### src/rtl/freq_gate_pkg.sv
// Shared types and constants for the gated frequency counter controller.
// Optional feature macro: FREQ_GATE_CONT_EN (continuous back-to-back measurement).
package freq_gate_pkg;

    // Width of the external edge counter and of the captured result.
    localparam int unsigned CNT_W = 32;

    // Count value the external counter saturates at.
    localparam logic [CNT_W-1:0] CNT_SAT = 32'hFFFF_FFFF;

    // Measurement sequencer states.
    typedef enum logic [2:0] {
        IDLE,
        CLEAR,
        GATE,
        SETTLE,
        CAPTURE
    } state_t;

    // True when a captured count has hit the saturation value.
    function automatic logic is_sat(input logic [CNT_W-1:0] value);
        return value == CNT_SAT;
    endfunction

endpackage

### src/rtl/freq_gate_ctrl_if.sv
// Handshake/bus bundle between the measurement controller and its
// surroundings (edge counter and result consumer).
// Optional feature macro: FREQ_GATE_CONT_EN adds the cont request line.
interface freq_gate_ctrl_if;
    import freq_gate_pkg::*;

    logic             start;         // request one measurement
`ifdef FREQ_GATE_CONT_EN
    logic             cont;          // keep measuring back-to-back
`endif
    logic [CNT_W-1:0] cnt_val;       // live value of the external edge counter
    logic             cnt_clr;       // clear strobe to the edge counter
    logic             cnt_en;        // gate enable to the edge counter
    logic [CNT_W-1:0] result;        // captured edge count
    logic             result_valid;  // result not yet acknowledged
    logic             result_ack;    // consumer acknowledge
    logic             busy;          // measurement in progress
    logic             overflow;      // captured count was saturated
    logic             overrun;       // sticky: unacknowledged result replaced

`ifdef FREQ_GATE_CONT_EN
    modport master (
        output start, cont, cnt_val, result_ack,
        input  cnt_clr, cnt_en, result, result_valid, busy, overflow, overrun
    );
    modport slave (
        input  start, cont, cnt_val, result_ack,
        output cnt_clr, cnt_en, result, result_valid, busy, overflow, overrun
    );
`else
    modport master (
        output start, cnt_val, result_ack,
        input  cnt_clr, cnt_en, result, result_valid, busy, overflow, overrun
    );
    modport slave (
        input  start, cnt_val, result_ack,
        output cnt_clr, cnt_en, result, result_valid, busy, overflow, overrun
    );
`endif

endinterface

### src/rtl/freq_gate_ctrl_gate_timer.sv
// Down-counter shared by the gate and settle phases. Load takes priority
// over decrement; done is high whenever the count has reached zero.
// Optional feature macro: FREQ_GATE_CONT_EN (not used in this file).
module gate_timer
    import freq_gate_pkg::*;
(
    input  logic             clock,
    input  logic             reset,
    input  logic             load_i,
    input  logic [CNT_W-1:0] load_val_i,
    input  logic             dec_i,
    output logic             done_o
);

    logic [CNT_W-1:0] count_q;
    logic [CNT_W-1:0] count_d;

    // Next count: load, else decrement towards zero, else hold.
    always_comb begin
        // NOTE: default assignment first so every path drives count_d and no latch is inferred.
        count_d = count_q;
        if (load_i) begin
            count_d = load_val_i;
        end else if (dec_i && (count_q != '0)) begin
            count_d = count_q - CNT_W'(1);
        end
    end

    // Count register, cleared asynchronously.
    always_ff @(posedge clock or negedge reset) begin
        // NOTE: sequential state uses non-blocking assignments so all flops update together.
        if (!reset) begin
            count_q <= '0;
        end else begin
            count_q <= count_d;
        end
    end

    assign done_o = (count_q == '0);

endmodule

### src/rtl/freq_gate_ctrl.sv
// Gated frequency measurement controller: clears the external edge counter,
// opens the gate for GATE_CYCLES, waits SETTLE_CYCLES, then captures the
// count into a valid/ack result register with overflow and overrun flags.
// Optional feature macro: FREQ_GATE_CONT_EN adds bus.cont; when high,
// CAPTURE chains straight into the next CLEAR without a new start.
module freq_gate_ctrl
    import freq_gate_pkg::*;
#(
    parameter int unsigned GATE_CYCLES   = 50_000_000,
    parameter int unsigned SETTLE_CYCLES = 4
) (
    input  logic             clock,
    input  logic             reset,
    freq_gate_ctrl_if.slave  bus
);

    // Timer reload values: a phase of N cycles counts N-1 down to 0.
    localparam logic [CNT_W-1:0] GATE_LOAD   = CNT_W'(GATE_CYCLES - 1);
    localparam logic [CNT_W-1:0] SETTLE_LOAD = CNT_W'(SETTLE_CYCLES - 1);

    state_t           state_q;
    logic             cnt_clr_q;
    logic             cnt_en_q;
    logic             busy_q;
    logic [CNT_W-1:0] result_q;
    logic             result_valid_q;
    logic             overflow_q;
    logic             overrun_q;

    logic             timer_load;
    logic [CNT_W-1:0] timer_val;
    logic             timer_dec;
    logic             timer_done;
    logic             ack_taken;
    logic             chain;

    gate_timer u_gate_timer (
        .clock      (clock),
        .reset      (reset),
        .load_i     (timer_load),
        .load_val_i (timer_val),
        .dec_i      (timer_dec),
        .done_o     (timer_done)
    );

    // An acknowledge only counts when there is a result to acknowledge.
    assign ack_taken = bus.result_ack && result_valid_q;

`ifdef FREQ_GATE_CONT_EN
    assign chain = bus.cont;
`else
    assign chain = 1'b0;
`endif

    // Timer control: load the gate length in CLEAR, the settle length on
    // the last gate cycle, and count down inside each phase.
    always_comb begin
        timer_load = 1'b0;
        timer_val  = '0;
        timer_dec  = 1'b0;
        unique case (state_q)
            CLEAR: begin
                timer_load = 1'b1;
                timer_val  = GATE_LOAD;
            end
            GATE: begin
                if (timer_done) begin
                    timer_load = 1'b1;
                    timer_val  = SETTLE_LOAD;
                end else begin
                    timer_dec = 1'b1;
                end
            end
            SETTLE: begin
                timer_dec = !timer_done;
            end
            default: begin
            end
        endcase
    end

    // Sequencer with registered strobes, plus the result/valid/overrun
    // bookkeeping driven by CAPTURE and the consumer acknowledge.
    always_ff @(posedge clock or negedge reset) begin
        if (!reset) begin
            state_q        <= IDLE;
            cnt_clr_q      <= 1'b0;
            cnt_en_q       <= 1'b0;
            busy_q         <= 1'b0;
            result_q       <= '0;
            result_valid_q <= 1'b0;
            overflow_q     <= 1'b0;
            overrun_q      <= 1'b0;
        end else begin
            unique case (state_q)
                IDLE: begin
                    if (bus.start) begin
                        state_q   <= CLEAR;
                        cnt_clr_q <= 1'b1;
                        busy_q    <= 1'b1;
                    end
                end
                CLEAR: begin
                    state_q   <= GATE;
                    cnt_clr_q <= 1'b0;
                    cnt_en_q  <= 1'b1;
                end
                GATE: begin
                    if (timer_done) begin
                        state_q  <= SETTLE;
                        cnt_en_q <= 1'b0;
                    end
                end
                SETTLE: begin
                    if (timer_done) begin
                        state_q <= CAPTURE;
                    end
                end
                CAPTURE: begin
                    if (chain) begin
                        state_q   <= CLEAR;
                        cnt_clr_q <= 1'b1;
                    end else begin
                        state_q <= IDLE;
                        busy_q  <= 1'b0;
                    end
                end
                default: begin
                    state_q   <= IDLE;
                    cnt_clr_q <= 1'b0;
                    cnt_en_q  <= 1'b0;
                    busy_q    <= 1'b0;
                end
            endcase

            // A capture beats a simultaneous acknowledge: the new result
            // stays valid, and only an unacknowledged old result is lost.
            if (state_q == CAPTURE) begin
                result_q       <= bus.cnt_val;
                overflow_q     <= is_sat(bus.cnt_val);
                result_valid_q <= 1'b1;
                if (result_valid_q && !bus.result_ack) begin
                    overrun_q <= 1'b1;
                end else if (ack_taken) begin
                    overrun_q <= 1'b0;
                end
            end else if (ack_taken) begin
                result_valid_q <= 1'b0;
                overrun_q      <= 1'b0;
            end
        end
    end

    assign bus.cnt_clr      = cnt_clr_q;
    assign bus.cnt_en       = cnt_en_q;
    assign bus.busy         = busy_q;
    assign bus.result       = result_q;
    assign bus.result_valid = result_valid_q;
    assign bus.overflow     = overflow_q;
    assign bus.overrun      = overrun_q;

endmodule

### src/flat_wrapper.sv
// flat-port wrapper written by rule: the top's interface ports become plain ports
module freq_gate_ctrl_flat import freq_gate_pkg::*;
#(
    parameter int unsigned GATE_CYCLES   = 50_000_000,
    parameter int unsigned SETTLE_CYCLES = 4
)
  (clock, reset, bus_start, bus_cnt_val, bus_result_ack, bus_cnt_clr, bus_cnt_en, bus_result, bus_result_valid, bus_busy, bus_overflow, bus_overrun);
  freq_gate_ctrl_if bus_i ();
  input  logic clock;
  input  logic reset;
  input wire logic [$bits(bus_i.start)-1:0] bus_start;
  input wire logic [$bits(bus_i.cnt_val)-1:0] bus_cnt_val;
  input wire logic [$bits(bus_i.result_ack)-1:0] bus_result_ack;
  output wire logic [$bits(bus_i.cnt_clr)-1:0] bus_cnt_clr;
  output wire logic [$bits(bus_i.cnt_en)-1:0] bus_cnt_en;
  output wire logic [$bits(bus_i.result)-1:0] bus_result;
  output wire logic [$bits(bus_i.result_valid)-1:0] bus_result_valid;
  output wire logic [$bits(bus_i.busy)-1:0] bus_busy;
  output wire logic [$bits(bus_i.overflow)-1:0] bus_overflow;
  output wire logic [$bits(bus_i.overrun)-1:0] bus_overrun;
  assign bus_i.start = bus_start;
  assign bus_i.cnt_val = bus_cnt_val;
  assign bus_i.result_ack = bus_result_ack;
  assign bus_cnt_clr = bus_i.cnt_clr;
  assign bus_cnt_en = bus_i.cnt_en;
  assign bus_result = bus_i.result;
  assign bus_result_valid = bus_i.result_valid;
  assign bus_busy = bus_i.busy;
  assign bus_overflow = bus_i.overflow;
  assign bus_overrun = bus_i.overrun;
  freq_gate_ctrl #(.GATE_CYCLES(GATE_CYCLES), .SETTLE_CYCLES(SETTLE_CYCLES)) u_core (.clock(clock), .reset(reset), .bus(bus_i));
endmodule
### config.mk
export PLATFORM = sky130hd
export DESIGN_NAME = freq_gate_ctrl_flat
export DESIGN_NICKNAME = d
export VERILOG_FILES = /design/src/rtl/freq_gate_pkg.sv /design/src/rtl/freq_gate_ctrl_if.sv /design/src/rtl/freq_gate_ctrl_gate_timer.sv /design/src/rtl/freq_gate_ctrl.sv /design/src/flat_wrapper.sv
export SDC_FILE = /design/constraint.sdc
export NUM_CORES = 1
export LEC_CHECK = 0
export ABC_AREA = 1
export CORE_UTILIZATION = 39
export CTS_BUF_LIST = sky130_fd_sc_hd__clkbuf_4 sky130_fd_sc_hd__clkbuf_8
export DETAILED_ROUTE_END_ITERATION = 8
export PLACE_DENSITY = 0.64
export SYNTH_ARGS = -nofsm -noshare
export SYNTH_HDL_FRONTEND = slang
export SYNTH_HIERARCHICAL = 1
export SYNTH_SLANG_ARGS = --single-unit
### constraint.sdc
create_clock -name clock -period 6.22 [get_ports clock]
set_input_delay 1.244 -clock clock [delete_from_list [all_inputs] [get_ports clock]]
set_output_delay 1.244 -clock clock [all_outputs]
set_load 0.05 [all_outputs]
-- After elaboration in Yosys (flattened, before gate mapping)
Cells that the tools add are included.
- eq/ne operators: 8
- add/sub/neg operators: 1
- reductions and logical operators: 17
- muxes and demuxes: 22
- bitwise gates (word level): 3
- operators by type and width (operator ; count):
    two-way mux 32 bit ; 2
    one-hot mux 32 bit (2 select lines) ; 1
    == test 32 bit (second input constant) ; 1
    zero test 32 bit ; 1
    nonzero test 32 bit ; 1
    subtractor 32 x 1 -> 32 bit (second input constant) ; 1
    one-hot mux 3 bit (4 select lines) ; 1
    two-way mux 1 bit ; 9
    two-way mux 3 bit ; 3
    OR reduction 3 bit ; 3
    one-hot mux 1 bit (2 select lines) ; 4
    == test 3 x 2 -> 1 bit (second input constant) ; 2
    AND reduction 2 bit ; 3
    != test 2 x 1 -> 1 bit (second input constant) ; 2
    nonzero test 2 bit ; 2
    == test 3 x 1 -> 1 bit (second input constant) ; 1
    == test 3 bit (second input constant) ; 1
    logical AND 1 bit ; 3
    zero test 3 bit ; 1
    NOT 1 bit ; 3
    one-hot mux 1 bit (3 select lines) ; 1
    AND reduction 3 bit ; 1
    zero test 1 bit ; 2
    two-way mux 2 bit ; 1
    != test 2 bit (second input constant) ; 1
- register bits after elaboration: 73
- logic and storage cells: 60
- bits of input ports: 36

-- Logic depth before layout (Yosys ltp)
- word-level depth: 6
- depth in mapped cells: 15
- mapped depth without buffers: 14

-- By module
Netlist, hierarchy kept.
- by module, submodules not included (module ; instances ; cells an instance ; area an instance (µm²)):
    gate_timer ; 1 ; 433 ; 2653.8
    freq_gate_ctrl ; 1 ; 216 ; 1771.7

-- Least setup slack after synthesis
Ideal clock, no wire load.
- kind: reg-to-reg
- start point: reg u_core.u_gate_timer.count_q[0]
- end point: reg u_core.u_gate_timer.count_q[15]
- path buffers: 2
- library setup time: 118 ps
- arrival: 2465 ps
- setup slack: 3637 ps
- cell stages (with the launch flop): 16
- cell sequence: dfrtp_1 -> inv_1 -> ha_1 -> nand2_4 -> nor2_8 -> nand3_1 -> nor3_1 -> inv_1 -> o21ai_1 -> buf_2 -> clkinv_1 -> clkbuf_1 -> nand3_1 -> nand2_1 -> nand2_1 -> o21ai_2
- elaborated cells on any way between the ends: 12
- RTL lines (what ; line ; source):
    start: declaration ; freq_gate_ctrl_gate_timer.sv:15 ; logic [CNT_W-1:0] count_q;
    start signal: assignment ; freq_gate_ctrl_gate_timer.sv:35 ; count_q <= count_d;
    zero test 32 bit * ; freq_gate_ctrl_gate_timer.sv:39 ; assign done_o = (count_q == '0);
    named net u_core.timer_done ; freq_gate_ctrl.sv:33 ; logic timer_done;
    two-way mux 1 bit * ; freq_gate_ctrl.sv:67 ; if (timer_done) begin
    one-hot mux 1 bit (2 select lines) * ; freq_gate_ctrl.sv:61 ; unique case (state_q)
    named net u_core.timer_load ; freq_gate_ctrl.sv:30 ; logic timer_load;
    two-way mux 32 bit or nonzero test 2 bit (tied branches) ; n/a ;
Mark *: on every way through the listed nets, which the timed path passes. The rest lies on a longest branch. The select of a mux whose other input is x is not followed.
A chain may end at the register's enable or synchronous reset.

-- Worst setup path after layout
- start point: reg u_core.u_gate_timer.count_q[0]
- end point: reg u_core.u_gate_timer.count_q[16]
The elaborated chain is that of the path after synthesis.

==> impl_metrics.csv <==
group,metric,value,unit
pwr,pwr-share-seq,0.496,
setup_path,crit_fanout,45,
setup_path,critPathLaunchType,"flop",
synthesis,synth_warnings,6,
timing,drv_slew,0,
timing,hold_violations,0,
setup_path,crit_slowest_cell,"buf_4",
setup_path,cpPeakStageDelay,420,ps
floorplan,ios,74,
setup_path,crit_required,6500,ps
synthesis,ys_types,39,
synthesis,synth_top_area_share,0.4128,
timing,clock-skew-final,8.988,ps
floorplan,initial_utilization,0.4047,
setup_path,endpoint_kind,"flop",
synthesis,synth_largest_area_cell,"dfrtp_1",
pwr,leakage,0.002624,uW
floorplan,core.rowCount,38,
drt,num_vias,4318,
floorplan,die_x,108.5,um
synthesis,synth_common_cells,"nand2_1, dfrtp_1, nor2_1",
clocking,cts_tree,"built",
global_route,grt_max_degree,74,
global_route,grt_pass1_vias,4038,
clocking,cts_setup_buffers,0,
setup_path,crit_type,"flop to flop",
synthesis,ys_seq_elements,73,
clocking,htreeDepth,3,
timing,timing.setup.tns,0,ps
pwr,switchingPower,219.6,uW
timing,final-setup-viol-count,0,
timing,period_needed,3169,ps
pwr,clockPowerShare,0.448,
global_route,gr-total-overflow,0,
synthesis,yosysSeqAreaShare,0.4128,
placed_design,dp_hpwl,8.087,mm
cells_and_area,insertedDiodeCount,0,
min_path,hp-class,"flop to flop",
setup_path,path_cells,"inv_1, ha_1, nand2_4, nor2_8, nand3_1, nor3_1, inv_1, o21ai_4, buf_4, clkinv_1, buf_4, nand2_4, nand2_1, o21ai_2",
clocking,numCtsBuffers,9,
clocking,ctsRootBufferMaster,"clkbuf_8",
cells_and_area,syn2layout_area_growth,24.71,%
drt,drtAntennaViolNets,0,
setup_path,arrival,3440,ps
pwr,p_int,758.2,uW
timing,max_freq,315.6,MHz
floorplan,dieArea,11780,sq um
clocking,cts.repair.resized,0,
placed_design,place_congestion,0.8607,
timing,holdWs,472.0,ps
clocking,cts.sinks,73,
pwr,p_per_area,177.2,nW/um^2
outcome,status,"complete, no violations",
global_route,grtUsageTotal,0.2058,
pwr,p_sw_frac,0.2246,
flow_run,maxCapViolations,0,
pwr,p_total,977.8,uW
synthesis,netlist_area,4425,sq um
synthesis,synthTopCellsByArea,"dfrtp_1, nand2_1, nand3_1, nor2_1, inv_1",
clocking,insertion_delay,360,ps
floorplan,dieHeight,108.5,um
cells_and_area,fin_cells,876,
timing,final.period_utilization,0.5094,
global_route,antenna_found_initial,0,
cells_and_area,layout-drive-gt1-share,0.08560,
synthesis,synthArstFlopShare,1.000,
synthesis,syn_avg_cell_area,6.819,sq um
clocking,clk_pin_slew,80,ps
cells_and_area,fin_util,0.5047,
synthesis,syn_inst,649,
clocking,cts_max_path_buffers,2,
drt,vias_per_cell,4.929,
timing,grt_setup_unrepaired,"no",
placed_design,post-place-cells,860,
drt,routedWlPerCell,13.12,um
placed_design,port_buffers,73,
pwr,share_comb_of_total_power,0.056,
timing,tightest_slew,970.5,ps
global_route,grt_pass1_wl,19.09,mm
drt,first_pass_iters,5,
drt,wirelength,11.49,mm
pwr,peakVddDrop,0.0001170,V
clocking,hold_buffers,0,
synthesis,synth_top_flop_cell,"dfrtp_1",
drt,drcViolationCount,0,
synthesis,yosysMostFrequentCell,"nand2_1",
timing,slew_headroom,0.3495,
floorplan,core,10940,sq um
cells_and_area,nets,768,
drt,drt_iter0_drc,345,
synthesis,synth_edf_count,0,
[worst max-delay path, delay by kind of cell, from the launching register on]
kind	cells	cell delay, ps
DFF	1	380
and+or+nand+nor	6	1040
adders and majority gates	1	330
AOI/OAI and AO/OA	2	240
buffers and inverters	5	1080
[cell type report]
class                   count  area, sq um
multi-input cells         522         2350
flip-flops and latches     73         1827
clock inverters             4        75.07
well taps                 140        175.2
inverters                  50        190.2
fillers                  1100         5416
repair buffers             75        743.2
clock buffers              12        158.9
[registers in the layout, indices dropped and copies added (netlist names), named ones only]
signal / cells
u_core/bus.result_valid: 1
u_core/bus.busy: 1
u_core/state_q: 3
u_core/bus.overflow: 1
u_core/bus.cnt_clr: 1
u_core/bus.cnt_en: 1
u_core/bus.result: 32
u_core/u_gate_timer/count_q: 32
[worst paths after layout]
path	start	end	slack, ps	depth (start not counted)
worst max-delay path	u_core/u_gate_timer/count_q[0]	u_core/u_gate_timer/count_q[16]	3050	14
worst min register to register	u_core/bus.cnt_clr	u_core/bus.cnt_clr	470	2
min in group asynchronous	reset	u_core/bus.result[29]	1040	1
max in group asynchronous	reset	u_core/bus.result[16]	4570	1
worst max register to register	u_core/u_gate_timer/count_q[0]	u_core/u_gate_timer/count_q[16]	3050	14
worst min-delay path	u_core/bus.cnt_clr	u_core/bus.cnt_clr	470	2
[power by group through the flow]
stage / registers (uW) / clock network, uW / logic (uW)
4_1_cts: 485 / 452 / 55.5
6_report: 485 / 438 / 54.7
3_3_place_gp: 495 / 0 / 54.3
5_1_grt: 486 / 471 / 61.9
2_1_floorplan: 493 / 0 / 17.2
3_5_place_dp: 495 / 0 / 55.0
[layer usage]
metal  vias up  share of wire  GRT usage
li1       2174              -          -
met1      1987           0.47     0.2734
met2       147           0.44     0.3377
met3        10          0.070    0.04581
met4         0          0.010    0.05309
met5         -              0          0
[cell families (layout without fill, tap and decap cells)]
kind of cell,after synthesis,in the layout,share of synthesized area
simple gates,470,470,0.4558
fa+ha+maj,1,1,0.002827
flops,73,73,0.4128
xor+xnor,3,3,0.005938
buf+inv,67,141,0.06983
other cells,1,14,0.0008474
compound gates,34,34,0.05202
[metrics by stage]
stage | worst slack [ps] | area (sq um)
floorplan | 3637 | 4474
global placement | 3164 | 5285
detailed placement | 3032 | 5285
CTS | 3010 | 5519
global route | 2686 | 5519
finish | 3051 | 5519
[placed cells by master (no fill, tap or decap), types with 2 or more instances in the layout]
cell / synthesis / layout
inv_1: 46 / 46
o21ai_0: 14 / 14
nor2_2: 5 / 5
nand4_1: 10 / 10
nor2_4: 4 / 4
dfrtp_1: 73 / 73
a21oi_1: 4 / 4
bufinv_16: 0 / 2
clkinvlp_4: 0 / 2
nand3_1: 58 / 58
o21ai_2: 11 / 11
nor2_1: 67 / 67
buf_4: 4 / 3
clkbuf_8: 0 / 11
o21ai_4: 1 / 2
xnor2_1: 2 / 2
or2_2: 4 / 4
nand2_1: 300 / 300
conb_1: 1 / 14
nand3b_1: 3 / 3
clkdlybuf4s50_1: 0 / 72
nand2_2: 7 / 7
nand3_2: 2 / 2
nand2_4: 4 / 4
inv_2: 2 / 2
Note: power is estimated with default switching activity, not from simulation.
